File: config.mk
export PLATFORM = sky130hd
export DESIGN_NAME = sram_port_arbiter
export DESIGN_NICKNAME = d
export VERILOG_FILES = /design/src/rtl/sram_port_arbiter.sv
export SDC_FILE = /design/constraint.sdc
export NUM_CORES = 1
export LEC_CHECK = 0
export CORE_UTILIZATION = 45
export CTS_CLUSTER_SIZE = 16
export DETAILED_ROUTE_END_ITERATION = 16
export DONT_BUFFER_PORTS = 1
export PLACE_DENSITY = 0.58
export SYNTH_ARGS = -nofsm -noshare
export SYNTH_HDL_FRONTEND = slang
export SYNTH_SLANG_ARGS = --single-unit
File: constraint.sdc
create_clock -name clk -period 2.8 [get_ports clk]
set_input_delay 0.56 -clock clk [delete_from_list [all_inputs] [get_ports clk]]
set_output_delay 0.56 -clock clk [all_outputs]
set_load 0.005 [all_outputs]
File: src/rtl/sram_port_arbiter.sv
// Round-robin arbiter sharing one single-port SRAM between two requesters, with burst limit
// and per-side read-valid strobes. Optional perf counters behind SRAM_ARB_PERF_CNT_EN.
module sram_port_arbiter #(
    parameter int RD_LAT    = 1,
    parameter int MAX_BURST = 8,
    parameter int BCNT_W    = 8
) (
    input  logic        clk,
    input  logic        rst,
    input  logic        req_0,
    input  logic        we_0,
    input  logic        req_1,
    input  logic        we_1,
    output logic        gnt_0,
    output logic        gnt_1,
    output logic        sel,
    output logic        cen_0,
    output logic        cen_1,
    output logic        wen_0,
    output logic        wen_1,
    output logic        rvalid_0,
    output logic        rvalid_1
`ifdef SRAM_ARB_PERF_CNT_EN
    ,
    output logic [15:0] conflict_cnt,
    output logic [7:0]  starve_max
`endif
);

    if (MAX_BURST < 1 || MAX_BURST > 2**BCNT_W) begin : g_bad_burst
        $error("sram_port_arbiter: MAX_BURST must be 1..2**BCNT_W");
    end
    if (RD_LAT < 1 || RD_LAT > 4) begin : g_bad_lat
        $error("sram_port_arbiter: RD_LAT must be 1..4");
    end

    typedef enum logic [1:0] {IDLE, OWN0, OWN1} state_t;

    localparam logic [BCNT_W-1:0] BCNT_MAX = BCNT_W'(MAX_BURST - 1);

    state_t              state_q, state_d;
    logic                sel_q, sel_d;
    logic                last_q, last_d;
    logic [BCNT_W-1:0]   bcnt_q, bcnt_d;
    logic [RD_LAT-1:0]   rv_vld_q, rv_vld_d;
    logic [RD_LAT-1:0]   rv_id_q, rv_id_d;

    logic   own_req, oth_req, rd_issue;
    state_t oth_state;

    assign gnt_0    = (state_q == OWN0) & req_0;
    assign gnt_1    = (state_q == OWN1) & req_1;
    assign cen_0    = ~gnt_0;
    assign cen_1    = ~gnt_1;
    assign wen_0    = ~(gnt_0 & we_0);
    assign wen_1    = ~(gnt_1 & we_1);
    assign sel      = sel_q;
    assign rd_issue = (gnt_0 & ~we_0) | (gnt_1 & ~we_1);
    assign rvalid_0 = rv_vld_q[RD_LAT-1] & ~rv_id_q[RD_LAT-1];
    assign rvalid_1 = rv_vld_q[RD_LAT-1] &  rv_id_q[RD_LAT-1];

    assign own_req   = (state_q == OWN1) ? req_1 : req_0;
    assign oth_req   = (state_q == OWN1) ? req_0 : req_1;
    assign oth_state = (state_q == OWN1) ? OWN0 : OWN1;

    always_comb begin
        state_d = state_q;
        last_d  = last_q;
        bcnt_d  = bcnt_q;
        case (state_q)
            IDLE: begin
                bcnt_d = '0;
                // On a tie, last_q==1 means side 1 went last, so side 0 wins.
                if (req_0 && (!req_1 || last_q)) state_d = OWN0;
                else if (req_1)                  state_d = OWN1;
            end
            OWN0, OWN1: begin
                if (own_req && !(bcnt_q == BCNT_MAX && oth_req)) begin
                    bcnt_d = (bcnt_q == BCNT_MAX) ? bcnt_q : bcnt_q + BCNT_W'(1);
                end else begin
                    bcnt_d  = '0;
                    last_d  = (state_q == OWN1);
                    state_d = oth_req ? oth_state : IDLE;
                end
            end
            default: state_d = IDLE;
        endcase
        sel_d = sel_q;
        if (state_d == OWN0)      sel_d = 1'b0;
        else if (state_d == OWN1) sel_d = 1'b1;
    end

    // Read-valid shift register: entry at [0], strobe taken from the tail.
    always_comb begin
        rv_vld_d    = rv_vld_q;
        rv_id_d     = rv_id_q;
        rv_vld_d[0] = rd_issue;
        rv_id_d[0]  = sel_q;
        for (int i = 1; i < RD_LAT; i++) begin
            rv_vld_d[i] = rv_vld_q[i-1];
            rv_id_d[i]  = rv_id_q[i-1];
        end
    end

    always_ff @(posedge clk or posedge rst) begin
        if (rst) begin
            state_q  <= IDLE;
            sel_q    <= 1'b0;
            last_q   <= 1'b1;
            bcnt_q   <= '0;
            rv_vld_q <= '0;
            rv_id_q  <= '0;
        end else begin
            state_q  <= state_d;
            sel_q    <= sel_d;
            last_q   <= last_d;
            bcnt_q   <= bcnt_d;
            rv_vld_q <= rv_vld_d;
            rv_id_q  <= rv_id_d;
        end
    end

`ifdef SRAM_ARB_PERF_CNT_EN
    logic [15:0] conflict_q, conflict_d;
    logic [7:0]  run0_q, run0_d, run1_q, run1_d, smax_q, smax_d;
    logic        deny_0, deny_1;

    assign deny_0       = req_0 & ~gnt_0;
    assign deny_1       = req_1 & ~gnt_1;
    assign conflict_cnt = conflict_q;
    assign starve_max   = smax_q;

    always_comb begin
        conflict_d = conflict_q;
        if ((deny_0 | deny_1) && state_q != IDLE && conflict_q != 16'hFFFF)
            conflict_d = conflict_q + 16'd1;
        run0_d = deny_0 ? ((run0_q == 8'hFF) ? run0_q : run0_q + 8'd1) : 8'd0;
        run1_d = deny_1 ? ((run1_q == 8'hFF) ? run1_q : run1_q + 8'd1) : 8'd0;
        smax_d = smax_q;
        if (run0_d > smax_d) smax_d = run0_d;
        if (run1_d > smax_d) smax_d = run1_d;
    end

    always_ff @(posedge clk or posedge rst) begin
        if (rst) begin
            conflict_q <= '0;
            run0_q     <= '0;
            run1_q     <= '0;
            smax_q     <= '0;
        end else begin
            conflict_q <= conflict_d;
            run0_q     <= run0_d;
            run1_q     <= run1_d;
            smax_q     <= smax_d;
        end
    end
`endif

endmodule

==> flow_summary.ini <==
[timing]
setup_violations = 0
maxSlewViolCount = 0
period_minus_slack_ns = 2.32
worstMarginPinSlew_ns = 0.521
max-slew-margin-rel_pct = 65.3
finalCritPeriodShare_pct = 82.8
fmax_ghz = 0.431
setup_slack_ns = 0.481
rsz0062_at_grt = false
finalSetupTns_ns = 0
skew_ns = 0.00186
hold_viol = 0

[grt]
grt_max_degree = 15
grt_overflow = 0
track_usage_pct = 17.8
grt_pass1_wl_um = 2850
grt_pass1_vias = 602
grt_antenna_before_repair = 0

[floorplan]
core_um2 = 1980
initial_core_util_pct = 48.5
die_x_um = 48.2
die_h_um = 48.2
rows = 16
ioPinCount = 15
die-area_um2 = 2330

[worst_setup_path]
crit_family = adder cells
r2r_end = sel
crit_type = flip-flop to flip-flop
required_ns = 2.97
path_buf_inv = 2
worstPathCellList = inv_1 -> ha_1 -> inv_1 -> o31ai_2 -> a311oi_1 -> o32ai_1 -> ha_1 -> mux2i_1
cp-end-kind = flip-flop
cp-start-kind = flip-flop
cp_max_fo = 9
r2r-start = state_q[1]
ff2ff_setup_slack_ns = 0.48
crit_path_max_incr_delay_ns = 0.45
reg2regPathDepth = 8
worstPathArrival_ns = 2.49
cpMaxStageDelayCell = ha_1

[placed_design]
place_congestion = 0.779
pre_cts_ws_ns = 0.464
dp_hpwl_um = 1350
numPortBuffers = 0

[layout]
area_growth_pct = 5.20
multiInputGateArea_um2 = 534
drive_gt1_share_pct = 12.7
nets = 123
num_antenna_cells = 0
seq_area_um2 = 352
fillers = 202

[clock_network]
cts_resized = 0
cts_tree = done
cts_made_buffers = 3
clock_tree.root_cell = clkbuf_4
cts.clk_slew.worst_paths_ns = 0.08
cts_setup_buffers = 0
clk_path_buf_depth = 2
ctsHoldBuffers = 0
cts_sinks = 14
cts-htree-levels = 1
clk_latency_ns = 0.28

[power]
p_per_area_nw_per_um2 = 924
ir_drop_uv = 514
comb_power_share_pct = 54.5
power.switching_uw = 408
p_leak_nw = 0.472
internal_power_uw = 527
clkPwrFrac_pct = 15.2
swShare_pct = 43.6
seqPwrFrac_pct = 30.3

[detailed_routing]
drc_errors = 0
routed.top_layer = met4
vias = 751
dr.pass1.iters = 4
drt-initial-drc-count = 14
wl_met1_um = 891
met2_length_um = 740
postRouteAntennaNets = 0
wl_met3_um = 89
wirelength_um = 1730
wl_per_cell_um = 12.6
vias_per_cell = 5.48

[logic_synthesis]
synthTopCellsByArea = dfrtp_1, ha_1, inv_1, nand2_1, a21oi_1
yosysWarnings = 0
ys_ff_latch = 14
synth_cell_types = 40
syn-instance-count = 109
syn_nets = 121
syn_area_um2 = 962
yosysSeqAreaShare_pct = 36.5
synth_area_leader_cell = dfrtp_1
netlist.area_leader.share_pct = 33.8
syn_avg_cell_area_um2 = 8.83

[hold_path]
hold_class = input port to asynchronous set/reset pin

[flow_run]
cap_violations = 0

[outcome]
outcome = finished, final reports clean
power groups by stage:
stage	Combinational (mW)	Sequential, mW	Clock (mW)
CTS	0.515	0.284	0.150
global route	0.593	0.291	0.159
detailed placement	0.514	0.288	0
global placement	0.512	0.287	0
finish	0.510	0.283	0.142
floorplan	0.437	0.278	0
worst max-delay path by stage:
stage / from / endpoint / slack, ns / depth (start not counted)
after floorplan: state_q[1] / sel / 0.74 / 9
after global placement: state_q[1] / sel / 0.51 / 8
after detailed placement: state_q[1] / sel / 0.46 / 8
after CTS: state_q[1] / sel / 0.45 / 8
after global routing: state_q[1] / sel / 0.25 / 8
final: state_q[1] / sel / 0.48 / 8
synth_stat cells:
library cell,n
dfrtp_1,13
inv_1,13
nand2_1,13
a21oi_1,7
ha_1,6
o21ai_0,6
nand2b_1,5
nor2_1,5
a31oi_1,4
buf_4,3
a21o_1,2
mux2i_1,2
nor2b_1,2
o21ai_1,2
a2111o_1,1
a211oi_2,1
a22o_2,1
a2bb2oi_1,1
a311oi_1,1
and2_1,1
and2_2,1
and3_1,1
and3_2,1
and4_2,1
and4bb_4,1
buf_2,1
dfstp_2,1
nand3_1,1
nand3b_1,1
nand4_1,1
nand4bb_1,1
nor3_1,1
nor3_2,1
nor3b_1,1
o22ai_1,1
o311a_1,1
o311ai_0,1
o31ai_2,1
o32ai_1,1
xnor2_1,1
kinds of logic after synthesis:
| family | count (synthesis) | share of synthesized area, % |
|---|---|---|
| DFF | 14 | 36.5 |
| xor gates and xnor gates | 1 | 0.910 |
| muxes | 2 | 2.08 |
| adders and majority gates | 6 | 7.80 |
| buffers and inverters | 17 | 7.93 |
| and+or+nand+nor | 38 | 22.6 |
| AOI/OAI and AO/OA | 31 | 22.1 |
registers in the layout, indices dropped and copies added (netlist names):
register and flops:
last_q 1, rv_vld_q 1, bcnt_q 8, sel 1, rv_id_q 1, state_q 2
per-stage QoR:
stage | cell area (µm²) | std cells | util, % | power, mW | hold slack [ns]
6_report | 1010 | 137 | 51.1 | 0.935 | 0.195
5_1_grt | 1010 | 137 | 51.1 | 1.04 | 0.247
4_1_cts | 1010 | 137 | 51.1 | 0.949 | 0.214
3_5_place_dp | 976 | 133 | 49.2 | 0.802 | 0.456
3_3_place_gp | 976 | 133 | 49.2 | 0.799 | 0.450
2_1_floorplan | 962 | 109 | - | 0.716 | 0.396
area by class of cell:
cell class                      instances  area share [%]
Timing Repair Buffer                    1           0.742
Inverter                               13            4.82
Sequential cell                        14            34.7
Clock buffer                            4            3.58
Multi-Input combinational cell         78            52.8
Tap cell                               27            3.34
cells in the final DEF (no fill, tap or decap), types with 2 or more instances in the layout:
| cell | count |
|---|---|
| ha_1 | 6 |
| dfrtp_1 | 13 |
| mux2i_1 | 2 |
| a31oi_1 | 4 |
| o21ai_1 | 2 |
| a21oi_1 | 7 |
| nand2_1 | 13 |
| nand2b_1 | 5 |
| nor2b_1 | 2 |
| inv_1 | 13 |
| nor2_1 | 5 |
| clkbuf_4 | 3 |
| o21ai_0 | 6 |
| a21o_1 | 2 |
per-layer routing:
metal	up-vias	global-route usage (%)
li1	388	-
met1	344	28.6
met2	17	22.9
met3	2	5.56
met4	0	3.33
met5	-	0
worst reg2reg max path, cell delays in order, from the launching register on:
cell	delay, ns
dfrtp_1	0.38
inv_1	0.09
ha_1	0.45
inv_1	0.14
o31ai_2	0.31
a311oi_1	0.09
o32ai_1	0.33
ha_1	0.30
mux2i_1	0.12
(Power assumes the default switching activity.)
